### config.mk
export PLATFORM = sky130hd
export DESIGN_NAME = seq_mult_acc_flat
export DESIGN_NICKNAME = d
export VERILOG_FILES = /design/src/rtl/seq_mult_acc_if.sv /design/src/rtl/seq_mult_acc.sv /design/src/flat_wrapper.sv
export SDC_FILE = /design/constraint.sdc
export NUM_CORES = 1
export LEC_CHECK = 0
export ABC_AREA = 1
export CAP_MARGIN = 20
export CORE_MARGIN = 2
export CORE_UTILIZATION = 40
export CTS_BUF_LIST = sky130_fd_sc_hd__clkbuf_8
export DETAILED_ROUTE_END_ITERATION = 6
export PLACE_DENSITY_LB_ADDON = 0.08
export REMOVE_ABC_BUFFERS = 1
export SYNTH_ARGS = -nofsm -noshare
export SYNTH_HDL_FRONTEND = slang
export SYNTH_SLANG_ARGS = --single-unit
### constraint.sdc
create_clock -name Clock -period 3.2 [get_ports Clock]
set_input_delay 0.48 -clock Clock [delete_from_list [all_inputs] [get_ports Clock]]
set_output_delay 0.48 -clock Clock [all_outputs]
set_load 0.01 [all_outputs]
### src/rtl/seq_mult_acc_if.sv
// Operand/result bundle for the iterative multiply-accumulate block.
// The master side issues start with operands; the slave side returns busy/done/result.
interface seq_mult_acc_if #(
    parameter int W = 8
);
    logic             start;
    logic             signed_mode;
    logic             accumulate;
    logic [W-1:0]     dataa;
    logic [W-1:0]     datab;
    logic             busy;
    logic             done;
    logic [2*W-1:0]   result;
    logic             overflow;

    modport master (
        output start, signed_mode, accumulate, dataa, datab,
        input  busy, done, result, overflow
    );

    modport slave (
        input  start, signed_mode, accumulate, dataa, datab,
        output busy, done, result, overflow
    );
endinterface

### src/rtl/seq_mult_acc.sv
// Iterative shift-add multiplier (unsigned or two's complement) with optional
// accumulate into the 2W-bit result register and a sticky accumulate overflow flag.
//
// state | meaning
// IDLE  | waiting for start; operands latched as magnitudes on acceptance
// CALC  | W shift-add iterations, one per clock
// FIN   | apply sign, write/accumulate result, pulse done
module seq_mult_acc #(
    parameter int W = 8
) (
    input  logic          Clock,
    input  logic          Resetn,
    seq_mult_acc_if.slave bus
);
    localparam int CW = (W > 2) ? $clog2(W) : 1;

    typedef enum logic [1:0] {
        IDLE = 2'd0,
        CALC = 2'd1,
        FIN  = 2'd2
    } state_t;

    state_t           state;
    logic [2*W-1:0]   mcand;
    logic [W-1:0]     mplier;
    logic [2*W-1:0]   partial;
    logic [CW-1:0]    cnt;
    logic             sign;
    logic             acc_mode;
    logic             sgn_mode;
    logic             busy;
    logic             done;
    logic [2*W-1:0]   result;
    logic             overflow;

    logic             a_neg;
    logic             b_neg;
    logic [2*W-1:0]   a_ext;
    logic [2*W-1:0]   a_mag;
    logic [W-1:0]     b_mag;
    logic [2*W-1:0]   prod;
    logic [2*W:0]     sum;
    logic             ovf_u;
    logic             ovf_s;

    // Magnitudes are taken in 2W bits for a so that -2^(W-1) stays exact;
    // for b the W-bit negate of -2^(W-1) is 2^(W-1), which is the right unsigned value.
    assign a_neg = bus.signed_mode & bus.dataa[W-1];
    assign b_neg = bus.signed_mode & bus.datab[W-1];
    assign a_ext = {{W{a_neg}}, bus.dataa};
    assign a_mag = a_neg ? -a_ext : a_ext;
    assign b_mag = b_neg ? -bus.datab : bus.datab;

    assign prod  = sign ? -partial : partial;
    assign sum   = {1'b0, result} + {1'b0, prod};
    assign ovf_u = sum[2*W];
    assign ovf_s = (result[2*W-1] == prod[2*W-1]) && (sum[2*W-1] != result[2*W-1]);

    always_ff @(posedge Clock or negedge Resetn) begin
        if (!Resetn) begin
            state    <= IDLE;
            mcand    <= '0;
            mplier   <= '0;
            partial  <= '0;
            cnt      <= '0;
            sign     <= 1'b0;
            acc_mode <= 1'b0;
            sgn_mode <= 1'b0;
            busy     <= 1'b0;
            done     <= 1'b0;
            result   <= '0;
            overflow <= 1'b0;
        end else begin
            done <= 1'b0;
            case (state)
                IDLE: begin
                    if (bus.start) begin
                        mcand    <= a_mag;
                        mplier   <= b_mag;
                        sign     <= a_neg ^ b_neg;
                        acc_mode <= bus.accumulate;
                        sgn_mode <= bus.signed_mode;
                        partial  <= '0;
                        cnt      <= '0;
                        busy     <= 1'b1;
                        state    <= CALC;
                    end
                end
                CALC: begin
                    if (mplier[0]) begin
                        partial <= partial + mcand;
                    end
                    mcand  <= mcand << 1;
                    mplier <= mplier >> 1;
                    cnt    <= cnt + 1'b1;
                    if (cnt == CW'(W - 1)) begin
                        state <= FIN;
                    end
                end
                FIN: begin
                    if (acc_mode) begin
                        result   <= sum[2*W-1:0];
                        overflow <= overflow | (sgn_mode ? ovf_s : ovf_u);
                    end else begin
                        result   <= prod;
                        overflow <= 1'b0;
                    end
                    done  <= 1'b1;
                    busy  <= 1'b0;
                    state <= IDLE;
                end
                default: state <= IDLE;
            endcase
        end
    end

    assign bus.busy     = busy;
    assign bus.done     = done;
    assign bus.result   = result;
    assign bus.overflow = overflow;
endmodule

### src/flat_wrapper.sv
// flat-port wrapper written by rule: the top's interface ports become plain ports
module seq_mult_acc_flat 
#(
    parameter int W = 8
)
  (Clock, Resetn, bus_start, bus_signed_mode, bus_accumulate, bus_dataa, bus_datab, bus_busy, bus_done, bus_result, bus_overflow);
  seq_mult_acc_if #(.W(W)) bus_i ();
  input  logic Clock;
  input  logic Resetn;
  input wire logic [$bits(bus_i.start)-1:0] bus_start;
  input wire logic [$bits(bus_i.signed_mode)-1:0] bus_signed_mode;
  input wire logic [$bits(bus_i.accumulate)-1:0] bus_accumulate;
  input wire logic [$bits(bus_i.dataa)-1:0] bus_dataa;
  input wire logic [$bits(bus_i.datab)-1:0] bus_datab;
  output wire logic [$bits(bus_i.busy)-1:0] bus_busy;
  output wire logic [$bits(bus_i.done)-1:0] bus_done;
  output wire logic [$bits(bus_i.result)-1:0] bus_result;
  output wire logic [$bits(bus_i.overflow)-1:0] bus_overflow;
  assign bus_i.start = bus_start;
  assign bus_i.signed_mode = bus_signed_mode;
  assign bus_i.accumulate = bus_accumulate;
  assign bus_i.dataa = bus_dataa;
  assign bus_i.datab = bus_datab;
  assign bus_busy = bus_i.busy;
  assign bus_done = bus_i.done;
  assign bus_result = bus_i.result;
  assign bus_overflow = bus_i.overflow;
  seq_mult_acc #(.W(W)) u_core (.Clock(Clock), .Resetn(Resetn), .bus(bus_i));
endmodule
==> results.txt, run 1 <==
clk sinks: 67
startpoint types: flop
Area contributors post-synth: dfrtp_1 33%, nand2_1 13%, ha_1 9.0%
R2R cell count: 18
CTS tree: built
Finished Core Util: 48.3%
die width: 116 um
max_cap viols: 0
IO Port Bufs: 39
cells after synthesis: 688
Max VDD drop: 0.000592 V
largest family of logic cells by synthesized area: simple AND/OR/NAND/NOR gates
Total Die Area: 13500 um2
row cnt: 40
CP startpoint: u_core.partial[0]
routed via count: 4627
number of synthesized flops with an enable pin: 0
Leak Pwr: 2.92 nW
post-synthesis mux area share: 0%
Pwr Density: 1070 nW/um2
number of nets in the layout: 791
setup repair after global routing missed its margin: no
WL per Instance: 14.2 um
compound-cell area share of the yosys netlist: 17.9%
critical path arrival: 3.07 ns
Post-DP HPWL: 9.88 mm
die height: 116 um
Max Buffers Root-to-Sink: 2
most used cell, CP: nand2_1
setup_tns: 0 ns
Slew headroom: 42.3%
routed wire length: 12.8 mm
Layout Skew: 0.0131 ns
sequential fraction of the synthesis area: 33.4%
Worst-Margin Slew: 0.866 ns
first-pass GRT wire length: 21.5 mm
CP Cell Sequence: inv_1 -> ha_1 -> nand3_2 -> nor2_4 -> nand2_1 -> o21ai_1 -> inv_1 -> nand2_1 -> nand2_1 -> ha_1 -> a21oi_1 -> nand2_1 -> a21oi_1 -> nand2_1 -> a21oi_1 -> o21ai_0 -> nand3_1 -> nand2_1
Yosys cell types: 45
Seq cells post-synth: 67
Crit. End Element: flop
TritonCTS buffer count: 9
fmax: 355 MHz
crit-path leading delay family: simple AND/OR/NAND/NOR gates
GRT Total Usage: 20.5%
share of layout cells above drive strength 1: 7.73%
worst hold path type: primary input to async pin
reg2reg end: u_core.bus.result[15]
R2R setup slack: 0.39 ns
synthesized cell area: 5020 um2
Yosys warnings: 0
leading area contributor after synthesis: dfrtp_1
Non-Filler Instances: 905
Ports: 40
Slowest-stage cell, CP: dfrtp_1
crit path kind: flop to flop
Crit path largest cell delay: 0.42 ns
initial detailed-routing violation count: 239
area delta synth->final: 16.6%
initial antenna violation count: 0
RR Startpoint: u_core.partial[0]
Avg Vias per Cell: 5.11
Final ANT Viol Nets: 0
Mapped Avg Cell Area: 7.29 um2
grt total ovfl: 0
CTS H-Tree Depth: 3
vias in the first global route: 4576
share of synthesized registers carrying an async set or reset: 100%
min Tclk post-route: 2.81 ns
drt first pass iters: 4
core box area: 12100 um2
dpl cells: 889
total power: 6.28 mW
largest net degree at the start of global routing: 68
Hold WS: 0.316 ns
Synth Area in XOR/XNOR: 4.17%
root buffer cell: clkbuf_8
Skew-Pair Late Insertion Delay: 0.37 ns
final slew viol count: 0
number of remaining DRC errors: 0
ANT cells: 0
Reg clk slew, reported paths: 0.08 ns
crit path max fanout: 5
initial core utilization: 41.4%
Final Hold Vio Count: 0
Critical Path RT: 3.45 ns
Post-Synth Simple-Gate Area: 27.0%
Main synth FF type: dfrtp_1
GP Congestion: 0.921
Synth Area in Adders: 9.78%
share of the synthesized area in the top cell type: 33.4%
CP bufs+invs: 2
Final setup viols: 0
status: complete, no violations
Period Utilization, post-route: 87.9%
-- cell usage after synthesis, drive strengths merged, types with 2 or more instances --
cell,instances
a21o,8
inv,85
nor3,6
o21bai,6
clkbuf,4
xor2,18
fa,2
nand4,6
dfrtp,67
o22ai,12
a22o,2
a21oi,42
a31oi,2
o31ai,2
o211ai,4
xnor2,5
ha,36
nand3,58
nor2,51
or2,4
buf,11
a22oi,15
nand2,183
o21ai,52
-- metal layers --
metal	track usage (%)	vias up	share of wire, %
li1	-	2384	-
met5	0	-	0
met4	6.90	0	1.8
met3	3.97	18	3.1
met1	24.1	2152	45
met2	37.5	73	50
-- report_power, final --
group	leakage [nW]	total (mW)	internal, mW	switching (mW)
Sequential	0.860	1.50	1.20	0.298
Combinational	1.95	3.97	1.52	2.45
Clock	0.117	0.817	0.477	0.340
Total	2.92	6.28	3.20	3.08
-- area by class of cell --
type	instances	area [um2]
fill	1272	6260
multi-input combinational	521	2960
sequential	67	1680
timing repair buffer	48	453
inverter	85	319
tap	168	210
clock buffer	11	151
clock inverter	5	76.3
-- layout by cell type, fill, tap and decap left out, types with 3 or more instances in the layout --
cell and count:
inv_1 80, buf_4 9, a22oi_1 13, ha_1 36
nor2_1 46, nor2_2 3, clkdlybuf4s50_1 38, o21bai_1 6
o21ai_1 12, o211ai_1 4, nand2_2 4, inv_2 6
dfrtp_1 67, nand3_1 52, a21o_1 8, a21oi_1 39
nand4_1 5, nand2_1 178, clkbuf_8 11, xnor2_1 5
xor2_1 17, o21ai_0 39, o22ai_1 12, nand3_2 6
nor3_1 6
-- stage by stage --
step | cell area [um2] | setup slack [ns]
after floorplan | 4950 | 0.676
after global placement | 5610 | 0.436
after detailed placement | 5610 | 0.343
after CTS | 5840 | 0.322
after global routing | 5850 | 0.0158
final | 5850 | 0.386
-- logic make-up after synthesis --
group / after synthesis
adders and majority gates: 38
buffers and inverters: 100
AOI/OAI and AO/OA: 148
DFF: 67
xor gates and xnor gates: 23
and+or+nand+nor: 312
-- worst max path at each step --
| stage | endpoint | slack [ns] | cells past startpoint |
|---|---|---|---|
| global route | u_core.bus.overflow | 0.02 | 21 |
| finish | u_core.bus.result[15] | 0.39 | 18 |
| detailed placement | u_core.bus.result[15] | 0.34 | 18 |
| CTS | u_core.bus.result[15] | 0.32 | 18 |
| global placement | u_core.bus.result[15] | 0.44 | 18 |
| floorplan | u_core.bus.result[15] | 0.68 | 18 |
-- state kept, by name, summed over array words and instances, names as in the netlist --
register	flops
u_core.bus.result	16
u_core.mcand	16
u_core.partial	16
u_core.mplier	8
u_core.cnt	3
u_core.state	2
u_core.acc_mode	1
u_core.bus.busy	1
u_core.bus.done	1
u_core.bus.overflow	1
u_core.sgn_mode	1
u_core.sign	1
-- timing repair --
item,4_1_cts,5_1_grt
setup buffers,0,0
resized for setup,0,2
hold buffers,0,0
endpoints found under the setup margin,0,2
No activity file was read; power rests on OpenSTA's default activity.
==> run 2, diff against run 1 <==
- CORE_MARGIN: 2 -> default
==> run 2 against run 1 <==
Net effect: power shrank 1.8%; critical path depth stayed put; via count up 0.11%; final area shrank 0.34%; core utilization decreased by 0.17 points; combinational power hardly changed; clock power down 13%; non-clock buffer count increased by 2; worst hold slack better by 0.16 ns; wire length grew 0.37%; clock skew is 0.0026 ns lower.
==> results.txt, run 2 (same netlist as run 1, synthesis figures left out) <==
status: complete, no violations
commonest cells after routing, fill and taps aside: 178 x nand2_1, 81 x inv_1, 67 x dfrtp_1
Max VDD drop: 0.000390 V
Final Hold Vio Count: 0
clock power share: 11.5%
switching power: 3.09 mW
startpoint types: flop
Final WS setup: 0.371 ns
IO Port Bufs: 39
crit path max fanout: 5
Critical Path RT: 3.47 ns
Crit. End Element: flop
Seq pwr share: 24.3%
GR Layer Usage met3: 3.72%
setup repair after global routing missed its margin: no
area delta synth->final: 16.2%
Avg Vias per Cell: 5.11
ANT cells: 0
Worst-Margin Slew: 0.602 ns
row cnt: 40
max_cap viols: 0
Final ANT Viol Nets: 0
vias in the first global route: 4619
initial detailed-routing violation count: 289
GP Congestion: 0.887
Pwr Density: 1060 nW/um2
Post-DP HPWL: 10.0 mm
WL per Instance: 14.2 um
clk sinks: 67
Total Die Area: 13000 um2
routed wire length: 12.9 mm
die height: 114 um
commonest non-fill, non-tap cell in the layout: nand2_1
TritonCTS buffer count: 9
largest net degree at the start of global routing: 39
final slew viol count: 0
Max Buffers Root-to-Sink: 2
busiest grt layer: met2
number of remaining DRC errors: 0
met2 usage: 38.7%
internal power: 3.08 mW
pre-CTS setup slack: 0.338 ns
min Tclk post-route: 2.83 ns
Period Utilization, post-route: 88.4%
Reg clk slew, reported paths: 0.07 ns
Layout Skew: 0.0106 ns
grt total ovfl: 0
share of layout cells above drive strength 1: 7.71%
Finished Core Util: 48.1%
die width: 114 um
Logic pwr share: 64.1%
drt first pass iters: 4
root buffer cell: clkbuf_8
initial core utilization: 41.4%
CTS H-Tree Depth: 3
fmax: 353 MHz
number of nets in the layout: 793
Post-CTS Setup Bufs: 0
GRT Total Usage: 21.7%
met1 Resource Use GR: 26.0%
first-pass GRT wire length: 21.9 mm
CTS tree: built
Ports: 40
sw frac: 50.1%
Final setup viols: 0
Leak Pwr: 2.92 nW
crit path kind: flop to flop
initial antenna violation count: 0
setup_tns: 0 ns
critical path arrival: 3.10 ns
core box area: 12100 um2
Skew-Pair Late Insertion Delay: 0.37 ns
routed via count: 4632
Regs by FF count: u_core.bus.result x16, u_core.mcand x16, u_core.partial x16
Slew headroom: 59.4%
worst hold path type: flop to flop
-- run 2: metrics by stage --
stage / cells / power, mW / hold WS (ns) / area [um2]
6_report: 907 / 6.17 / 0.478 / 5830
3_3_place_gp: 890 / 5.40 / 0.342 / 5620
4_1_cts: 907 / 6.18 / 0.485 / 5820
2_1_floorplan: 673 / 4.33 / 0.184 / 4950
3_5_place_dp: 890 / 5.46 / 0.341 / 5620
5_1_grt: 907 / 6.83 / 0.502 / 5830
-- run 2: repair_timing --
action	4_1_cts	5_1_grt
hold endpoints to repair	7	0
hold buffers	1	0
resized for setup	0	2
setup endpoints to repair	0	2
-- run 2: path summary, 6_finish.rpt --
path	to	startpoint	cells past startpoint	slack, ns
max	u_core.bus.result[15]	u_core.partial[0]	18	0.37
min reg2reg	u_core.bus.busy	u_core.bus.busy	2	0.48
min in group asynchronous	u_core.bus.result[1]	Resetn	2	0.49
max reg2reg	u_core.bus.result[15]	u_core.partial[0]	18	0.37
max in group asynchronous	u_core.state[1]	Resetn	3	1.96
min	u_core.bus.busy	u_core.bus.busy	2	0.48
-- run 2: layout make-up --
cell class	instances	area (um2)
inverter	85	319
clock buffer	13	179
tap	168	210
clock inverter	3	12.5
timing repair buffer	50	470
multi-input combinational	521	2960
fill	1272	6280
sequential	67	1680
-- run 2: worst max-delay path: stages (launching register included) --
cell and delay [ns]:
dfrtp_1 0.43, inv_1 0.14, ha_1 0.19, nand3_1 0.16
nor2_4 0.20, nand2_1 0.06, o21ai_1 0.15, inv_1 0.05
nand2_1 0.07, nand2_1 0.05, ha_1 0.33, a21oi_1 0.20
nand2_1 0.11, a21oi_2 0.15, nand2_1 0.09, a21oi_1 0.11
o21ai_0 0.09, nand3_1 0.07, nand2_1 0.05
-- run 2: power groups by stage --
stage	clock (mW)	sequential [mW]	combinational, mW
finish	0.712	1.50	3.95
global route	0.762	1.55	4.51
CTS	0.726	1.50	3.96
detailed placement	0	1.52	3.94
global placement	0	1.51	3.89
floorplan	0	1.52	2.81
-- run 2: layer usage --
metal | vias up | wire, um
li1 | 2385 | -
met1 | 2141 | 5920
met2 | 86 | 6330
met3 | 20 | 379
met4 | 0 | 257
met5 | - | 0
==> run 3, diff against run 2 <==
- ABC_AREA: 1 -> default
- ABC_CLOCK_PERIOD_IN_PS: default -> 3200
- PLACE_DENSITY: default -> 0.58
- PLACE_DENSITY_LB_ADDON: 0.08 -> default
==> run 3 against run 2 <==
Net effect: the flow now finishes with violations (DRC); register-to-register slack worse by 0.32 ns; final area up 1.6%; fmax down 10%; global-route usage down 1.5 points; power up 9.3%; first-iteration DRC count up 5.5%; area after synthesis down 4.5%; clock power up 24%; setup slack worse by 0.32 ns; sequential share of layout area down 0.44 points.
==> results.txt, run 3 <==
Leak Pwr: 2.58 nW
routed wire length: 11.9 mm
largest net degree at the start of global routing: 28
core box area: 11600 um2
CP startpoint: u_core.partial[8]
Yosys cell types: 60
row cnt: 39
Yosys warnings: 0
routed length on met1: 5.60 mm
top layer in use: met4
initial antenna violation count: 0
Reg clk slew, reported paths: 0.08 ns
Total Die Area: 12400 um2
commonest non-fill, non-tap cell in the layout: dfrtp_1
vias in the first global route: 4207
sequential fraction of the synthesis area: 35.0%
initial detailed-routing violation count: 305
Synth Area in Adders: 10.2%
area delta synth->final: 23.5%
Post-Synth Simple-Gate Area: 12.8%
Regs by FF count: u_core.bus.result x16, u_core.mcand x16, u_core.partial x16
max_cap viols: 0
clk sinks: 67
Crit. End Element: flop
Final setup viols: 0
die width: 111 um
RR Startpoint: u_core.partial[8]
Final Hold Vio Count: 0
initial core utilization: 41.4%
Final WS setup: 0.0555 ns
number of remaining DRC errors: 4
top post-synthesis cells by count: 67 x dfrtp_1, 66 x nand2_1, 58 x o21ai_0
failing checks: DRC
Max VDD drop: 0.000352 V
Period Utilization, post-route: 98.3%
worst hold path type: primary input to async pin
share of the synthesized area in the top cell type: 35.0%
WL per Instance: 15.7 um
CTS H-Tree Depth: 3
number of nets in the layout: 667
Hold WS: 0.0944 ns
R2R cell count: 11
post-synthesis mux area share: 2.11%
Final ANT Viol Nets: 0
number of synthesized flops with an enable pin: 0
grt total ovfl: 0
internal power: 3.71 mW
min Tclk post-route: 3.14 ns
most common cell in the netlist: dfrtp_1
critical path arrival: 3.43 ns
root buffer cell: clkbuf_8
hold_buf cts: 0
die height: 111 um
GRT Total Usage: 20.2%
routed via count: 4316
Layout Skew: 0.00945 ns
Seq cells post-synth: 67
Worst-Margin Slew: 0.583 ns
Post-DP HPWL: 8.91 mm
TritonCTS buffer count: 9
setup repair after global routing missed its margin: yes
leading area contributor after synthesis: dfrtp_1
CTS tree: built
Logic pwr share: 63.2%
Skew-Pair Late Insertion Delay: 0.37 ns
DR WL met2: 5.65 mm
Synth Area in XOR/XNOR: 8.22%
startpoint types: flop
compound-cell area share of the yosys netlist: 28.4%
largest family of logic cells by synthesized area: compound AO/OA/AOI/OAI gates
cells after synthesis: 543
IO Port Bufs: 39
status: finished with violations
final slew viol count: 0
share of layout cells above drive strength 1: 13.2%
Pwr Density: 1140 nW/um2
switching power: 3.03 mW
Slew headroom: 60.9%
Ports: 40
crit path kind: flop to flop
Critical Path RT: 3.49 ns
crit path max fanout: 4
first-pass GRT wire length: 20.1 mm
Non-Filler Instances: 756
synthesized cell area: 4790 um2
GP Congestion: 0.910
pre-CTS setup slack: -0.0948 ns
ANT cells: 0
drt first pass iters: 7
Mapped Avg Cell Area: 8.83 um2
Seq pwr share: 23.7%
sw frac: 44.9%
DR WL met3: 396 um
Main synth FF type: dfrtp_1
fmax: 318 MHz
Max Buffers Root-to-Sink: 2
commonest cells after routing, fill and taps aside: 67 x dfrtp_1, 65 x nand2_1, 55 x o21ai_0
share of synthesized registers carrying an async set or reset: 100%
Area contributors post-synth: dfrtp_1 35%, ha_1 9.4%, o21ai_0 6.1%
clock power share: 13.1%
dpl cells: 732
Avg Vias per Cell: 5.71
==> run 3: cell count changes after synthesis, sizes merged, moves of 9 or more <==
cell | previous run | this run
inv | 85 | 21
nand2 | 183 | 67
nor2 | 51 | 25
nand3 | 58 | 9
xnor2 | 5 | 33
clkbuf | 4 | 15
a22o | 2 | 13
a211oi | 0 | 9
mux2i | 0 | 9
==> run 3: cell type report <==
cell class	count	area [um2]
timing repair buffer	73	644
inverter	22	82.6
clock inverter	7	116
fill	1080	5650
multi-input combinational	435	3100
tap	143	179
sequential	67	1680
clock buffer	9	124
==> run 3: repair_timing <==
action                     CTS  global route
setup endpoints to repair    6             8
pin swaps                    6            12
gates resized for setup     10            18
buffers inserted             5             3
==> run 3: metal layers <==
metal,global-route usage [%],up-vias
met2,34.0,79
met5,0,-
met3,3.43,15
met1,25.3,2054
li1,-,2168
met4,9.37,0
==> run 3: cells by family after synthesis <==
family / Yosys count
buf+inv: 41
mux: 10
flops: 67
compound gates: 208
simple gates: 134
fa+ha+maj: 38
xor+xnor: 45
==> run 3: path summary, 6_finish.rpt <==
check | to | slack [ns]
max | u_core.bus.result[11] | 0.06
min | u_core.bus.result[2] | 0.09
max reg2reg | u_core.bus.result[11] | 0.06
min reg2reg | u_core.bus.busy | 0.49
max in group asynchronous | u_core.mplier[4] | 2.32
min in group Clock | u_core.bus.busy | 0.49
==> run 3: power groups by stage <==
stage | Combinational [mW] | Clock (mW) | Sequential [mW]
floorplan | 2.73 | 0 | 1.57
global placement | 3.84 | 0 | 1.58
detailed placement | 3.91 | 0 | 1.60
CTS | 4.06 | 0.901 | 1.59
global route | 4.77 | 0.938 | 1.65
finish | 4.26 | 0.883 | 1.60
==> run 3: stage by stage <==
step	utilization, %	total power [mW]	instance area, um2	TNS [ns]
final	51.2	6.74	5920	0
after global routing	51.2	7.35	5920	-0.393
after CTS	50.2	6.54	5810	-0.0238
after detailed placement	47.4	5.50	5480	-0.350
after global placement	47.4	5.42	5480	-0.105
after floorplan	-	4.30	4720	-0.152
==> run 3: critical path, stage by stage, from the launching register on <==
cell	delay, ns
dfrtp_1	0.39
or4_4	0.54
or4b_4	0.53
o31ai_4	0.21
xnor2_2	0.17
ha_4	0.25
buf_4	0.14
buf_4	0.13
a22oi_2	0.24
a21boi_1	0.22
mux2i_1	0.09
o21ai_0	0.16
